## src/rtl/if_fetch_stage.sv

```systemverilog
// rtl/if_fetch_stage.sv - MIPS instruction-fetch stage with memory-stall handshake
// Owns the PC; a hold buffer and pending-redirect register cover pipeline and memory stalls.
module if_fetch_stage #(
  parameter logic [31:0] RESET_PC = 32'h0000_0000
) (
  input  logic        clk,
  input  logic        rst_n,
  input  logic        pc_write,
  input  logic        proc_stall,
  input  logic        redirect,
  input  logic [31:0] redirect_pc,
  output logic        imem_read,
  output logic [29:0] imem_addr,
  input  logic [31:0] imem_rdata,
  input  logic        imem_stall,
  output logic [31:0] PC_4,
  output logic [31:0] inst,
  output logic        inst_valid,
  output logic        IF_flush,
  output logic        if_stall
);

  typedef enum logic [1:0] {
    RUN   = 2'd0,
    HOLD  = 2'd1,
    DRAIN = 2'd2
  } state_t;

  state_t      state_q, state_d;
  logic [31:0] pc_q, pc_d;
  logic [31:0] buf_inst_q, buf_inst_d;
  logic [31:0] pend_pc_q, pend_pc_d;

  logic        advance;
  logic [31:0] pc_plus4;
  logic [31:0] redirect_tgt;

  assign advance      = pc_write & ~proc_stall;
  assign pc_plus4     = pc_q + 32'd4;
  assign redirect_tgt = redirect_pc & 32'hFFFF_FFFC;

  always_ff @(posedge clk) begin
    if (!rst_n) begin
      state_q    <= RUN;
      pc_q       <= RESET_PC;
      buf_inst_q <= 32'd0;
      pend_pc_q  <= 32'd0;
    end else begin
      state_q    <= state_d;
      pc_q       <= pc_d;
      buf_inst_q <= buf_inst_d;
      pend_pc_q  <= pend_pc_d;
    end
  end

  always_comb begin
    state_d    = state_q;
    pc_d       = pc_q;
    buf_inst_d = buf_inst_q;
    pend_pc_d  = pend_pc_q;
    case (state_q)
      RUN: begin
        if (imem_stall) begin
          if (redirect) begin
            pend_pc_d = redirect_tgt;
            state_d   = DRAIN;
          end
        end else if (advance) begin
          pc_d = redirect ? redirect_tgt : pc_plus4;
        end else begin
          buf_inst_d = imem_rdata;
          state_d    = HOLD;
        end
      end
      HOLD: begin
        if (advance) begin
          pc_d    = redirect ? redirect_tgt : pc_plus4;
          state_d = RUN;
        end
      end
      DRAIN: begin
        // A redirect arriving on the completion cycle is newer than pend_pc_q.
        if (redirect) pend_pc_d = redirect_tgt;
        if (!imem_stall) begin
          pc_d    = redirect ? redirect_tgt : pend_pc_q;
          state_d = RUN;
        end
      end
      default: state_d = RUN;
    endcase
  end

  always_comb begin
    imem_read  = 1'b0;
    imem_addr  = pc_q[31:2];
    PC_4       = 32'd0;
    inst       = 32'd0;
    inst_valid = 1'b0;
    IF_flush   = 1'b0;
    if_stall   = 1'b0;
    if (rst_n) begin
      PC_4 = pc_plus4;
      case (state_q)
        RUN: begin
          imem_read = 1'b1;
          if (imem_stall) begin
            if_stall = 1'b1;
          end else begin
            inst       = imem_rdata;
            inst_valid = 1'b1;
            IF_flush   = redirect & advance;
          end
        end
        HOLD: begin
          inst       = buf_inst_q;
          inst_valid = 1'b1;
          IF_flush   = redirect & advance;
        end
        DRAIN: begin
          imem_read = 1'b1;
          if_stall  = 1'b1;
        end
        default: begin
          imem_read = 1'b0;
        end
      endcase
    end
  end

endmodule

```

## config.mk

```make
export PLATFORM = sky130hd
export DESIGN_NAME = if_fetch_stage
export DESIGN_NICKNAME = d
export VERILOG_FILES = /design/src/rtl/if_fetch_stage.sv
export SDC_FILE = /design/constraint.sdc
export NUM_CORES = 1
export LEC_CHECK = 0
export ABC_AREA = 1
export CORE_UTILIZATION = 47
export CTS_CLUSTER_DIAMETER = 60
export CTS_CLUSTER_SIZE = 8
export DETAILED_ROUTE_END_ITERATION = 10
export GPL_TIMING_DRIVEN = 1
export MAX_ROUTING_LAYER = met4
export PLACE_DENSITY = 0.91
export SETUP_SLACK_MARGIN = 0.2
export SLEW_MARGIN = 10
export SYNTH_ARGS = -nofsm -noshare
export SYNTH_HDL_FRONTEND = slang
export SYNTH_SLANG_ARGS = --single-unit
```

## constraint.sdc

```tcl
create_clock -name clk -period 2.29 [get_ports clk]
set_input_delay 0.458 -clock clk [delete_from_list [all_inputs] [get_ports clk]]
set_output_delay 0.458 -clock clk [all_outputs]
set_load 0.05 [all_outputs]
```

==> flow_summary.toml, run 1 <==
[clock_network]
clkSinkCount = 98
hold_buffers = 0
clockBufferDepth = 2
h-tree-depth = 3
clock-root-buffer = "clkbuf_16"
numCtsBuffers = 9

[logic_synthesis]
yosysSeqAreaShare_pct = 36.0
syn_inst = 846
ys_top_cells_by_area = "dfxtp_1 36%, nand2_1 16%, nor2_1 8.2%"
synthDistinctLibCells = 32
synth_most_common_cell = "nand2_1"
synth_area_um2 = 5450
yosys.area.top_type = "dfxtp_1"
ys_warn_count = 0
synth_top_area_share_pct = 36.0
avgSynthCellArea_um2 = 6.44
synth_edf_count = 0
synth-seq-cells = 98
postSynthNetCount = 917
synth-main-ff-cell = "dfxtp_1"
synth_commonest_cells = "233 x nand2_1, 119 x nor2_1, 98 x dfxtp_1, 85 x a21oi_1, 69 x nand3_1"
async_flop_share_pct = 0

[placement]
portBuffers = 165
place_congestion = 0.903
dp.cells = 1121
dp_hpwl_um = 13400

[global_route]
grt_overflow = 29
grt_max_degree = 53
track_usage_pct = 78.0

[outcome]
stop_error = "[ERROR GRT-0232] Routing congestion too high. Check the congestion heatmap in the GUI."
stop_stage = "global routing"
run_status = "stopped before the end"

[die]
initial_utilization_pct = 49.2
chipHeight_um = 110
std_cell_rows = 38
pin_count = 168
dieWidth_um = 110

[timing]
endpoint_type = "primary output"
crit_endpoint = "inst[17]"
## metal layers
| layer | GRT overflow | GRT usage [%] |
|---|---|---|
| met3 | 0 | 66.5 |
| met1 | 1 | 77.5 |
| met4 | 11 | 70.5 |
| met2 | 17 | 90.9 |
| met5 | - | - |
## kinds of logic after synthesis
logic type                 synth area share [%]
buffers and inverters                      7.95
adders and majority gates                 0.230
AOI/OAI and AO/OA                          19.8
xor gates and xnor gates                   2.41
DFF                                        36.0
and+or+nand+nor                            33.6
## stage by stage
step	hold WS, ns	setup TNS, ns	cell area (um2)	setup WS (ns)
3_5_place_dp	0.439	-1.09	8270	-0.0751
4_1_cts	0.449	-0.372	9560	-0.0750
3_3_place_gp	0.438	0	8270	0.00707
2_1_floorplan	0.425	0	5740	0.177
## timing repair
action                                  CTS
endpoints found under the setup margin   67
pin swaps                                59
gates resized for setup                 135
buffers inserted                         43
cloned                                    5
==> run 2, diff against run 1 <==
==> config.mk (replaced) <==
export PLATFORM = sky130hd
export DESIGN_NAME = if_fetch_stage
export DESIGN_NICKNAME = d
export VERILOG_FILES = /design/src/rtl/if_fetch_stage.sv
export SDC_FILE = /design/constraint.sdc
export NUM_CORES = 1
export LEC_CHECK = 0
export ABC_AREA = 1
export CORE_UTILIZATION = 40
export DETAILED_ROUTE_END_ITERATION = 10
export GPL_TIMING_DRIVEN = 1
export PLACE_DENSITY_LB_ADDON = 0.15
export SLEW_MARGIN = 10
export SYNTH_ARGS = -nofsm -noshare
export SYNTH_HDL_FRONTEND = slang
export SYNTH_SLANG_ARGS = --single-unit
==> run 2 against run 1 <==
Effect of this change: the flow now finishes, with violations (setup timing); synthesized area is the same; synthesized cell count is the same.
==> flow_summary.toml, run 2 <==
[layout]
areaGrowthSynthToFinish_pct = 67.6
antenna_cells = 0
top_regs = "buf_inst_q x32, pc_q x32, pend_pc_q x32"
instances_no_fill = 1198
finalNetCount = 1089
drive_above_1_share_pct = 25.2
final_common_cell = "nand2_1"
final_cell_mix = "219 x nand2_1, 95 x clkdlybuf4s50_1, 81 x nor2_1"
finish.utilization_pct = 68.9

[timing]
finalSetupViolations = 12
timing.final.crit_share_pct = 105
fin_crit_ns = 2.40
finalSetupTns_ns = -0.666
hold_slack_ns = 0.453
rsz0062_at_grt = "yes"
clock_skew_ns = 0.00699
timing.final.ws_setup_ns = -0.106
hold_violations = 0
maxSlewViolCount = 0
fmax_mhz = 417
worstMarginPinSlew_ns = 1.02
slew_headroom_pct = 32.2

[global_route]
grt_first_pass_wirelength_um = 28800
antenna_found_initial = 0
track_usage_pct = 25.8
grt_pass1_vias = 5719
grt_max_degree = 53
grt_overflow = 0

[route]
ant_nets = 0
num_vias = 6374
wirelength_um = 18900
drt_iter0_drc = 504
firstDrtPassIters = 5
viasPerCell = 5.32
drc = 0
wire_per_inst_um = 15.7

[die]
dieWidth_um = 119
initial_utilization_pct = 41.1
std_cell_rows = 42
chipHeight_um = 119
pin_count = 168
die_area_um2 = 14100
placeableCoreArea_um2 = 13200

[pwr]
vdd_ir_drop_max_v = 0.000571
power_density_nw_per_um2 = 570
total_power_uw = 5210
p_leak_uw = 0.00351

[logic_synthesis]
avgSynthCellArea_um2 = 6.44
synth-main-ff-cell = "dfxtp_1"
synth_most_common_cell = "nand2_1"
syn_inst = 846
yosys.area.top_type = "dfxtp_1"
synth_top_area_share_pct = 36.0
postSynthNetCount = 917
synth_commonest_cells = "233 x nand2_1, 119 x nor2_1, 98 x dfxtp_1, 85 x a21oi_1, 69 x nand3_1"
yosysSeqAreaShare_pct = 36.0
ys_warn_count = 0
synth_edf_count = 0
synth-seq-cells = 98
async_flop_share_pct = 0
synth_area_um2 = 5450
synthDistinctLibCells = 32
ys_top_cells_by_area = "dfxtp_1 36%, nand2_1 16%, nor2_1 8.2%"

[critical_path]
crit_type = "reg2out"
cp-start-kind = "flop"
cp.required_ns = 1.83
crit_start = "pc_q[11]"
end_kind = "primary output"
path_max_fanout = 5
r2r_start = "state_q[1]"
cp_data_arrival_time_ns = 1.94

[placement]
place_congestion = 0.865
dp_hpwl_um = 12500
dp.cells = 1168
portBuffers = 165

[min_path]
hp-start = "pend_pc_q[1]"
hold_path_class = "reg2reg"

[clock_network]
clock-root-buffer = "clkbuf_16"
h-tree-depth = 3
cts_tree = "yes"
insertion_delay_ns = 0.36
numCtsBuffers = 9
clockBufferDepth = 2
hold_buffers = 0
clkSinkCount = 98
clk_pin_slew_worst_paths_ns = 0.06

[outcome]
run_status = "finished, violations left"
violations = "setup timing"

[flow_run]
cap_violations = 0
[run 2: critical path, cell delays in order, from the launching register on]
cell	delay [ns]
dfxtp_4	0.40
nand2_1	0.15
nor2_2	0.20
nand2_1	0.12
nor2_4	0.24
nand2_1	0.08
nand2_1	0.08
nand2_1	0.08
nor2_4	0.10
buf_12	0.14
[run 2: kinds of logic after synthesis]
family / synth area share, %
and+or+nand+nor: 33.6
adders and majority gates: 0.230
DFF: 36.0
buffers and inverters: 7.95
xor gates and xnor gates: 2.41
AOI/OAI and AO/OA: 19.8
[run 2: final timing paths]
path | endpoint | slack [ns] | depth (start not counted)
worst max-delay path | PC_4[22] | -0.11 | 9
worst min-delay path | pend_pc_q[1] | 0.45 | 2
worst max register to register | pc_q[26] | 0.50 | 9
worst min register to register | pend_pc_q[1] | 0.45 | 2
[run 2: repair_timing]
| item | in CTS | in global routing |
|---|---|---|
| pin swaps | 27 | 26 |
| resized for setup | 60 | 57 |
| gates cloned | 2 | 0 |
| endpoints found under the setup margin | 56 | 33 |
| setup buffers | 5 | 8 |
[run 2: stage by stage]
stage	worst slack, ns	cell area, um2
after floorplan	-0.0313	5570
after global placement	-0.0772	8240
after detailed placement	-0.114	8240
after CTS	-0.0705	8850
after global routing	-0.188	9130
final	-0.106	9130
[run 2: per-layer routing]
layer / GRT usage (%) / up-vias / share of wire [%]
met5: 0 / - / 0
met4: 7.75 / 0 / 1.8
met3: 8.74 / 29 / 8.7
met2: 41.4 / 252 / 48
met1: 32.6 / 2964 / 41
li1: - / 3129 / -
[run 2: layout make-up]
class	instances	area [um2]
sequential	98	2010
clock buffer	11	233
tap	176	220
inverter	51	194
fill	1124	4110
clock inverter	4	76.3
multi-input combinational	645	3540
timing repair buffer	213	2860
[run 2: report_power, final]
group          internal [uW]  switching (uW)
registers               1830             111
logic                    693             951
clock network            957             668
total                   3480            1730
Note: power is estimated with default switching activity, not from simulation.
==> run 3, diff against run 2 <==
--- a/config.mk
+++ b/config.mk
@@ -9,7 +9,7 @@
 export CORE_UTILIZATION = 40
 export DETAILED_ROUTE_END_ITERATION = 10
 export GPL_TIMING_DRIVEN = 1
-export PLACE_DENSITY_LB_ADDON = 0.15
+export PLACE_DENSITY_LB_ADDON = 0.3
 export SLEW_MARGIN = 10
 export SYNTH_ARGS = -nofsm -noshare
 export SYNTH_HDL_FRONTEND = slang
==> run 3 against run 2 <==
Effect of this change: clock power grew 2%; worst setup slack improved by 0.051 ns; the flow still finishes with violations (setup timing); sequential cell count is the same; final area barely moved; wire length increased by 1.7%.
==> flow_summary.toml, run 3 (same netlist as run 2, synthesis figures left out) <==
[clock_network]
clock-root-buffer = "clkbuf_16"
cts_tree = "yes"
hold_buffers = 0
numCtsBuffers = 9
clkSinkCount = 98
h-tree-depth = 3
clk_pin_slew_worst_paths_ns = 0.07
insertion_delay_ns = 0.35
clockBufferDepth = 2

[layout]
antenna_cells = 0
drive_above_1_share_pct = 26.3
fillers = 1030
final_common_cell = "nand2_1"
final_cell_mix = "217 x nand2_1, 95 x clkdlybuf4s50_1, 77 x a21oi_1"
top_regs = "buf_inst_q x32, pc_q x32, pend_pc_q x32"
finalNetCount = 1095
areaGrowthSynthToFinish_pct = 67.7

[placement]
place_congestion = 0.842
dp_hpwl_um = 12400
portBuffers = 165

[outcome]
run_status = "finished, violations left"
violations = "setup timing"

[route]
num_vias = 6457
firstDrtPassIters = 5
ant_nets = 0
drt_iter0_drc = 613
wire_per_inst_um = 15.9
viasPerCell = 5.36
drc = 0
wirelength_um = 19200

[timing]
slew_headroom_pct = 62.6
finalSetupViolations = 18
hold_violations = 0
maxSlewViolCount = 0
fmax_mhz = 426
fin_crit_ns = 2.34
clock_skew_ns = 0.00832
rsz0062_at_grt = "yes"
timing.final.ws_setup_ns = -0.0547
finalSetupTns_ns = -0.544
worstMarginPinSlew_ns = 0.559
timing.final.crit_share_pct = 102

[pwr]
vdd_ir_drop_max_v = 0.000534
total_power_uw = 5240
power_density_nw_per_um2 = 574
p_leak_uw = 0.00353

[die]
initial_utilization_pct = 41.1
chipHeight_um = 119
dieWidth_um = 119
std_cell_rows = 42
die_area_um2 = 14100
placeableCoreArea_um2 = 13200
pin_count = 168

[flow_run]
cap_violations = 0

[global_route]
track_usage_pct = 25.7
grt_first_pass_wirelength_um = 29000
grt_max_degree = 53
grt_pass1_vias = 5979
grt_overflow = 0
antenna_found_initial = 2

[critical_path]
cp-start-kind = "flop"
end_kind = "primary output"
cp_data_arrival_time_ns = 1.89
path_max_fanout = 5
crit_type = "reg2out"
cp.required_ns = 1.83

[min_path]
hold_path_class = "reg2reg"
==> run 3: cell types whose count changed in the layout (fill, tap and decap cells not counted), moves of 3 or more <==
cell and change:
buf_12 -3, buf_4 +5, buf_6 +4, dfxtp_2 +3
nor2_1 -7, nor2_2 +7
==> run 3: worst max-delay path, stage by stage, from the launching register on <==
cell      delay [ns]
dfxtp_2         0.37
ha_4            0.16
nand2_4         0.06
nor2_4          0.12
nand2_4         0.11
nor2_4          0.22
nand3b_1        0.17
a21oi_4         0.17
buf_12          0.15
==> run 3: report_power, final <==
group	switching (uW)	leakage (uW)	internal, uW
combinational	948	0.00256	691
clock	675	0.000156	984
sequential	113	0.000814	1830
==> run 3: per-layer routing <==
layer  share of wire (%)  track usage, %
met1                  40            31.4
met5               0.068               0
met3                 9.4            8.88
met2                  48            41.9
met4                 2.6            8.94
==> run 3: per-stage QoR <==
stage / utilization (%) / area, um2 / cells / setup WS, ns / hold slack (ns)
after floorplan: - / 5570 / 846 / -0.0313 / 0.425
after global placement: 62.1 / 8230 / 1170 / -0.0338 / 0.441
after detailed placement: 62.1 / 8230 / 1170 / -0.0591 / 0.446
after CTS: 66.5 / 8810 / 1192 / -0.0752 / 0.454
after global routing: 69.0 / 9130 / 1205 / -0.157 / 0.475
final: 69.0 / 9130 / 1205 / -0.0547 / 0.454
==> run 3: final cells by class <==
cell class | count | area (um2) | share of cell area, %
multi-input combinational | 645 | 3520 | 38.5
inverter | 51 | 194 | 2.12
clock buffer | 11 | 243 | 2.66
clock inverter | 5 | 77.6 | 0.849
timing repair buffer | 219 | 2880 | 31.5
tap | 176 | 220 | 2.41
sequential | 98 | 2000 | 21.9
==> run 3: timing repair <==
action / CTS / global route
gates cloned: 1 / 2
endpoints found under the setup margin: 55 / 60
buffers inserted: 5 / 11
gates resized for setup: 57 / 64
pin swaps: 20 / 28
==> run 3: final timing paths <==
path / end / slack [ns] / from / cells after the start
min: pend_pc_q[1] / 0.45 / pend_pc_q[1] / 2
max: PC_4[20] / -0.05 / pc_q[3] / 8
max reg2reg: buf_inst_q[12] / 0.46 / state_q[1] / 8
min reg2reg: pend_pc_q[1] / 0.45 / pend_pc_q[1] / 2
==> run 4, diff against run 3 <==
--- a/config.mk
+++ b/config.mk
@@ -6,10 +6,12 @@
 export NUM_CORES = 1
 export LEC_CHECK = 0
 export ABC_AREA = 1
+export ABC_CLOCK_PERIOD_IN_PS = 2290
 export CORE_UTILIZATION = 40
 export DETAILED_ROUTE_END_ITERATION = 10
 export GPL_TIMING_DRIVEN = 1
 export PLACE_DENSITY_LB_ADDON = 0.3
+export REMOVE_ABC_BUFFERS = 1
 export SLEW_MARGIN = 10
 export SYNTH_ARGS = -nofsm -noshare
 export SYNTH_HDL_FRONTEND = slang
==> run 4 against run 3 <==
Effect of this change: the run still ends with setup timing left; critical endpoint is now PC_4[24]; sequential share of layout area is essentially flat; wire length shrank 5.6%; worst setup slack lost 0.047 ns; highest routed layer is now met4; critical path type unchanged.
==> flow_summary.toml, run 4 (same netlist as run 2, synthesis figures left out) <==
[critical_path]
critical-path-max-stage-delay_ns = 0.37
r2r_start = "state_q[0]"
cp_slowest_cell = "dfxtp_4"
end_kind = "primary output"
critical_path.top_delay_family = "simple AND/OR/NAND/NOR gates"
crit_type = "reg2out"
cp.required_ns = 1.83
crit_start = "pc_q[2]"
cp-start-kind = "flop"
r2r_end = "pc_q[4]"
crit_top_cell = "nor2_4"
path_max_fanout = 3
critPathBufInv = 2
crit_chain = "ha_4 -> nand2_4 -> nor2_4 -> buf_4 -> nand2_2 -> nor2_4 -> nand3b_1 -> a21oi_2 -> buf_12"
cp_data_arrival_time_ns = 1.93
regToRegSetupSlack_ns = 0.52
rr_worst_depth = 7

[global_route]
grt_pass1_vias = 5703
grt_max_degree = 53
grt_first_pass_wirelength_um = 28400
track_usage_pct = 24.9
antenna_found_initial = 0
grt_overflow = 0

[pwr]
power_density_nw_per_um2 = 556
vdd_ir_drop_max_v = 0.000315
p_leak_uw = 0.00356

[route]
wirelength_um = 18100
num_vias = 6380
wire_per_inst_um = 15.0
viasPerCell = 5.28
drc = 0
drt_iter0_drc = 462
ant_nets = 0
firstDrtPassIters = 7

[placement]
place_congestion = 0.860
pre_cts_slack_ns = -0.0388
dp_hpwl_um = 12100
portBuffers = 165

[timing]
clock_skew_ns = 0.00380
rsz0062_at_grt = "yes"
timing.final.ws_setup_ns = -0.102
hold_slack_ns = 0.443
finalSetupViolations = 11
timing.final.crit_share_pct = 104
hold_violations = 0
slew_headroom_pct = 63.0
worstMarginPinSlew_ns = 0.553
fin_crit_ns = 2.39
maxSlewViolCount = 0
fmax_mhz = 418

[clock_network]
h-tree-depth = 3
numCtsBuffers = 9
hold_buffers = 0
clkSinkCount = 98
clockBufferDepth = 2
cts_tree = "yes"
clock-root-buffer = "clkbuf_16"
insertion_delay_ns = 0.35
clk_pin_slew_worst_paths_ns = 0.07

[outcome]
run_status = "finished, violations left"
violations = "setup timing"

[die]
chipHeight_um = 119
pin_count = 168
placeableCoreArea_um2 = 13200
std_cell_rows = 42
die_area_um2 = 14100
initial_utilization_pct = 41.1
dieWidth_um = 119

[flow_run]
cap_violations = 0

[min_path]
hold_depth = 2
hp-start = "pend_pc_q[0]"
min_to = "pend_pc_q[0]"
hold_path_class = "reg2reg"

[layout]
top_regs = "buf_inst_q x32, pc_q x32, pend_pc_q x32"
drive_above_1_share_pct = 25.7
finalNetCount = 1099
areaGrowthSynthToFinish_pct = 67.1
final_cell_mix = "216 x nand2_1, 94 x clkdlybuf4s50_1, 80 x nor2_1"
final_common_cell = "nand2_1"
finish.utilization_pct = 68.7
antenna_cells = 0
## run 4: how the worst max path moves through the flow
| stage | to | slack (ns) | cells after the start |
|---|---|---|---|
| 2_1_floorplan | buf_inst_q[0] | -3.52 | 4 |
| 3_3_place_gp | PC_4[20] | -0.07 | 5 |
| 3_5_place_dp | IF_flush | -0.04 | 6 |
| 4_1_cts | PC_4[20] | -0.06 | 8 |
| 5_1_grt | PC_4[16] | -0.16 | 10 |
| 6_report | PC_4[24] | -0.10 | 9 |
## run 4: what timing repair did
| action | CTS | global route |
|---|---|---|
| gates cloned | 1 | 1 |
| setup endpoints to repair | 29 | 55 |
| pin swaps | 19 | 32 |
| resized for setup | 69 | 71 |
| setup buffers | 1 | 10 |
## run 4: power by group
group / switching, uW / internal, uW / total [uW]
Clock: 658 / 825 / 1480
Sequential: 98.6 / 1820 / 1920
Combinational: 948 / 707 / 1660
## run 4: area by class of cell
cell class	instances	area [um2]
fill	1071	4140
multi-input combinational	645	3470
timing repair buffer	223	2930
sequential	98	2000
clock buffer	14	274
tap	176	220
inverter	51	193
clock inverter	2	10.0
## run 4: per-layer routing
metal	vias to the layer above	global-route usage (%)	wire length, um
met2	230	41.9	8930
met1	2979	31.4	7580
li1	3150	-	-
met4	0	7.75	329
met5	-	0	0
met3	21	5.41	1280
## run 4: tightest hold or removal path: cells and delay by family (launching register included)
family           cells  cell delay, ns
and+or+nand+nor      2            0.10
DFF                  1            0.30
## run 4: through the flow
stage | setup TNS, ns | total power, uW | std cells | cell area (um2)
after floorplan | -214.67 | 2730 | 794 | 5210
after global placement | -0.387 | 3480 | 1180 | 8210
after detailed placement | -0.0964 | 3500 | 1180 | 8210
after CTS | -0.409 | 5020 | 1198 | 8760
after global routing | -1.87 | 5270 | 1209 | 9100
final | -0.559 | 5060 | 1209 | 9100
==> variant 1: new RTL, config.mk and constraints of run 3 <==
Encoding of `state_t`: now one-hot (3 bits for 3 states).
--- a/src/rtl/if_fetch_stage.sv
+++ b/src/rtl/if_fetch_stage.sv
@@ -21,8 +21,8 @@
 );
 
-  typedef enum logic [1:0] {
-    RUN   = 2'd0,
-    HOLD  = 2'd1,
-    DRAIN = 2'd2
+  typedef enum logic [2:0] {
+    RUN   = 3'b001,
+    HOLD  = 3'b010,
+    DRAIN = 3'b100
   } state_t;
 
Formal check against the unedited RTL: same outputs for any inputs over 4 cycles, from zero or initial values and one cycle with rst_n low; so few cycles prove little.
==> variant 1 against run 3 <==
  * Setup slack better by 0.0025 ns
  * Area after synthesis up 4.7%
  * Combinational power up 39%
  * Wire length down 4.2%
  * Register-to-register slack worse by 0.02 ns
  * Design area up 0.97%
  * Global-route usage down 1.7 points
  * The run still ends with negative setup slack left
  * Critical path depth up 1
  * Sequential cell count up 1
  * Final cell count up 6.2%
  * Power up 11%
  * Hold slack worse by 0.020 ns
==> variant 1: results (changes against run 3) <==
result of the run - finished with violations
violated checks - negative setup slack
number of clock buffers inserted by TritonCTS - 9 (unchanged)
final setup skew - 0.0101 ns (+0.00178 ns)
router iterations before antenna repair - 7 (+2)
reg2reg path depth - 10 (+2)
Layout Nets - 1166 (+6.5%)
HPWL Detailed - 12600 um (+1.9%)
pin count of the biggest net entering global routing - 91 (+72%)
global routing usage on met3 - 7.38% (-1.5 points)
post-detailed-route wirelength per cell - 14.4 um (-9.8%)
PnR worst setup slack - -0.0522 ns (+0.00253 ns)
Max-cap violations - 0 (unchanged)
number of nets produced by synthesis - 993 (+8.3%)
routability cong. - 0.901 (+6.9%)
worst hold path cell count - 2 (unchanged)
initial detailed-routing violation count - 555 (-9.5%)
most instantiated cells after synthesis - sky130_fd_sc_hd__nand2_1, sky130_fd_sc_hd__nor2_1, sky130_fd_sc_hd__dfxtp_1
vias in the first global route - 5666 (-5.2%)
share of async-settable or async-resettable flops after synthesis - 0% (unchanged)
wire length of the first global-routing pass - 28000 um (-3.4%)
met1 usage - 31.8% (+0.45 points)
global-route met2 utilization - 37.2% (-4.7 points)
worst hold margin - 0.434 ns (-0.0205 ns)
fraction of final layout cells with drive strength greater than 1 - 24.5% (-1.9 points)
capturing point of the worst reg2reg path - buf_inst_q[19]
Resized Gates After CTS - 39 (-32%)
Pleak - 3.76 nW (+6.4%)
total inserted antenna cells - 0 (unchanged)
Critical Path End - PC_4[19]
antenna violations before repair - 0 (-2)
Remaining Overflow, GRT - 0 (unchanged)
setup slack of the worst register-to-register path - 0.44 ns (-0.02 ns)
standard cell with the maximum stage delay on the critical path - sky130_fd_sc_hd__dfxtp_4
cell area reported after detailed placement - 8390 um^2 (+1.9%)
top cells by area in the synthesized netlist - sky130_fd_sc_hd__dfxtp_1, sky130_fd_sc_hd__nand2_1, sky130_fd_sc_hd__nor2_1
Clock Path Buffers - 2 (unchanged)
sequential-to-total area share from yosys stat - 34.8% (-1.3 points)
worst slack after detailed placement - 0.0215 ns (+0.0807 ns)
origin of the worst min-delay path - pend_pc_q[0]
setup repair bufs after CTS - 4 (-1)
final setup violating endpoints - 5 (-13)
Routed met2 length - 8600 um (-7.1%)
Setup TNS Final - -0.177 ns (+0.367 ns)
highest layer used for signal routing - met4
length of routed met3 wiring - 1560 um (-13%)
max_slew headroom - 60.5% (-2.1 points)
Hold Path Sink - pend_pc_q[0]
final-layout fill cell count - 1124 (+9.1%)
Worst R2R Start - state_q[0]
via density per instance - 5.11 (-4.7%)
Post-Synthesis Mean Instance Area - 6.19 um^2 (-3.9%)
wire length after detailed routing - 18400 um (-4.2%)
count of buffers from port buffering - 165 (unchanged)
overall routing resource usage - 24.0% (-1.7 points)
maximum resistive drop on vdd - 0.362 mV (-32%)
distinct cell type count of the synthesized netlist - 32 (unchanged)
routed length on met1 - 7930 um (+4.1%)
==> variant 1: cell types whose count changed in the layout (fill, tap and decap cells not counted), sizes merged, moves of 6 or more <==
cell and change:
nand3 -16, a31oi -7, nand2 +40, o21ai +19, o32ai -6, nor2 +81, a21oi -36, buf -13
inv +14, clkbuf +6
==> variant 1: cell type report <==
cell class                 count  area [um^2]  share of cell area [%]
multi-input combinational    711         3610                    39.2
timing repair buffer         211         2840                    30.7
sequential                    99         2030                    22.0
clock buffer                  11          243                    2.63
inverter                      63          240                    2.60
tap                          180          225                    2.44
clock inverter                 5         37.5                   0.407
==> variant 1: kinds of logic after synthesis <==
family | count (synthesis) | synth area share [%]
buf+inv | 112 | 8.97
fa+ha+maj | 1 | 0.219
flops | 99 | 34.8
compound gates | 150 | 14.9
simple gates | 547 | 39.2
xor+xnor | 13 | 2.00
==> variant 1: report_power, final <==
part	internal (mW)	leakage (nW)	switching (mW)
logic	0.935	2.80	1.35
registers	1.92	0.821	0.163
clock network	0.772	0.132	0.689
total	3.63	3.76	2.20
==> variant 2: new RTL, settings of run 3 <==
Without the edit above. Take the reset off `buf_inst_q` and load it in a clocked block of its own.
--- a/src/rtl/if_fetch_stage.sv
+++ b/src/rtl/if_fetch_stage.sv
@@ -44,12 +44,14 @@
       state_q    <= RUN;
       pc_q       <= RESET_PC;
-      buf_inst_q <= 32'd0;
       pend_pc_q  <= 32'd0;
     end else begin
       state_q    <= state_d;
       pc_q       <= pc_d;
-      buf_inst_q <= buf_inst_d;
       pend_pc_q  <= pend_pc_d;
     end
+  end
+
+  always_ff @(posedge clk) begin
+    buf_inst_q <= buf_inst_d;
   end
 
Formal check against the unedited RTL: same outputs for any inputs over 4 cycles, from zero or initial values and one cycle with rst_n low; that may be too few to reach the edited logic, so the function may still have changed.
==> variant 2 against run 3 <==
  * The run still ends with negative setup slack left
  * Design area fell by 2.0%
  * Wire length fell by 1.7%
  * Sequential power rose by 5%
  * Setup slack got worse by 0.038 ns
  * Count of clock-buffer cells in the layout rose by 3
  * Power rose by 0.91%
  * Via count fell by 9.2%
  * Sequential cell count did not move
  * Sequential share of layout area rose by 4.2 points
  * Area after synthesis fell by 2.6%
  * Clock power barely moved
  * Combinational power fell by 3%
  * Critical path type unchanged
==> variant 2: results (changes against run 3) <==
Non-Filler Instances - 1082 (-10%)
routability cong. - 0.925 (+9.8%)
PD cells - 591 nW/um^2 (+3.0%)
data arrival at the endpoint of the critical path - 1.92 ns (+0.03 ns)
vias in the first global route - 5196 (-13%)
Hold Path Sink - pend_pc_q[0]
worst hold margin - 0.448 ns (-0.00578 ns)
fraction of final layout cells with drive strength greater than 1 - 31.8% (+5.4 points)
reg2reg path depth - 7 (-1)
distinct cell type count of the synthesized netlist - 38 (+19%)
clock buffer instance count of the final layout - 14 (+3)
PnR worst setup slack - -0.0926 ns (-0.0378 ns)
Layout Nets - 976 (-11%)
met1 usage - 34.7% (+3.3 points)
top cells by area in the synthesized netlist - sky130_fd_sc_hd__dfxtp_1, sky130_fd_sc_hd__edfxtp_1, sky130_fd_sc_hd__nand2_1
antenna violations before repair - 0 (-2)
total number of vias - 5866 (-9.2%)
highest layer used for signal routing - met4
Post-Synth XOR/XNOR Area - 2.48% (+0.065 points)
sequential-to-total area share from yosys stat - 43.0% (+7.0 points)
wire length after detailed routing - 18900 um (-1.7%)
router iterations before antenna repair - 6 (+1)
Critical Path End - PC_4[22]
final setup violating endpoints - 17 (-1)
area of all placed cells without fillers - 8950 um^2 (-2.0%)
pin count of the biggest net entering global routing - 34 (-36%)
Resized Gates After CTS - 53 (-7.0%)
initial detailed-routing violation count - 652 (+6.4%)
Pleak - 3.40 nW (-3.8%)
origin of the worst min-delay path - pend_pc_q[0]
capturing point of the worst reg2reg path - pc_q[3]
number of multi-input combinational cells in the layout - 528 (-18%)
result of the run - finished with violations
cell area reported after detailed placement - 8000 um^2 (-2.8%)
routed length on met1 - 7660 um (+0.62%)
Non-clock buffering overhead - 31.1% (-0.41 points)
violated checks - negative setup slack
global routing usage on met3 - 5.30% (-3.6 points)
EDFF count, synth - 32 (+32)
wire length of the first global-routing pass - 27100 um (-6.5%)
max_slew headroom - 64.4% (+1.8 points)
compound-gate portion of the synthesized area - 19.1% (-0.72 points)
[variant 2: changes by cell type in the layout (fill, tap and decap cells not counted), moves of 13 or more]
cell and change:
sky130_fd_sc_hd__a21oi_1 -44, sky130_fd_sc_hd__o21ai_0 +16, sky130_fd_sc_hd__dfxtp_1 -34, sky130_fd_sc_hd__nand2_1 -59, sky130_fd_sc_hd__nand3_1 -42, sky130_fd_sc_hd__a22oi_1 -13, sky130_fd_sc_hd__edfxtp_1 +32
[variant 2: per-stage QoR]
step	utilization, %	setup TNS [ns]
2_1_floorplan	-	-0.267
3_3_place_gp	62.6	0
3_5_place_dp	62.6	-0.0129
4_1_cts	66.6	-0.0167
5_1_grt	70.0	-2.60
6_report	70.0	-0.811
[variant 2: critical path, cell delays in order (launching register included)]
cell and delay [ns]:
sky130_fd_sc_hd__dfxtp_4 0.39, sky130_fd_sc_hd__ha_4 0.17, sky130_fd_sc_hd__nand2_4 0.05, sky130_fd_sc_hd__nor2_4 0.13
sky130_fd_sc_hd__nand2_2 0.11, sky130_fd_sc_hd__nor2_4 0.22, sky130_fd_sc_hd__nand2_1 0.10, sky130_fd_sc_hd__nand2_2 0.08
sky130_fd_sc_hd__nand2_2 0.06, sky130_fd_sc_hd__nor2_4 0.12, sky130_fd_sc_hd__buf_12 0.14
[variant 2: where the power goes]
part / internal, mW / switching, mW / leakage [nW]
Clock: 0.977 / 0.680 / 0.164
Combinational: 0.667 / 0.926 / 2.38
Sequential: 1.93 / 0.111 / 0.856
[variant 2: cells by family after synthesis]
| kind of cell | after synthesis |
|---|---|
| DFF | 98 |
| and+or+nand+nor | 341 |
| buffers and inverters | 98 |
| AOI/OAI and AO/OA | 171 |
| xor gates and xnor gates | 15 |
| adders and majority gates | 1 |
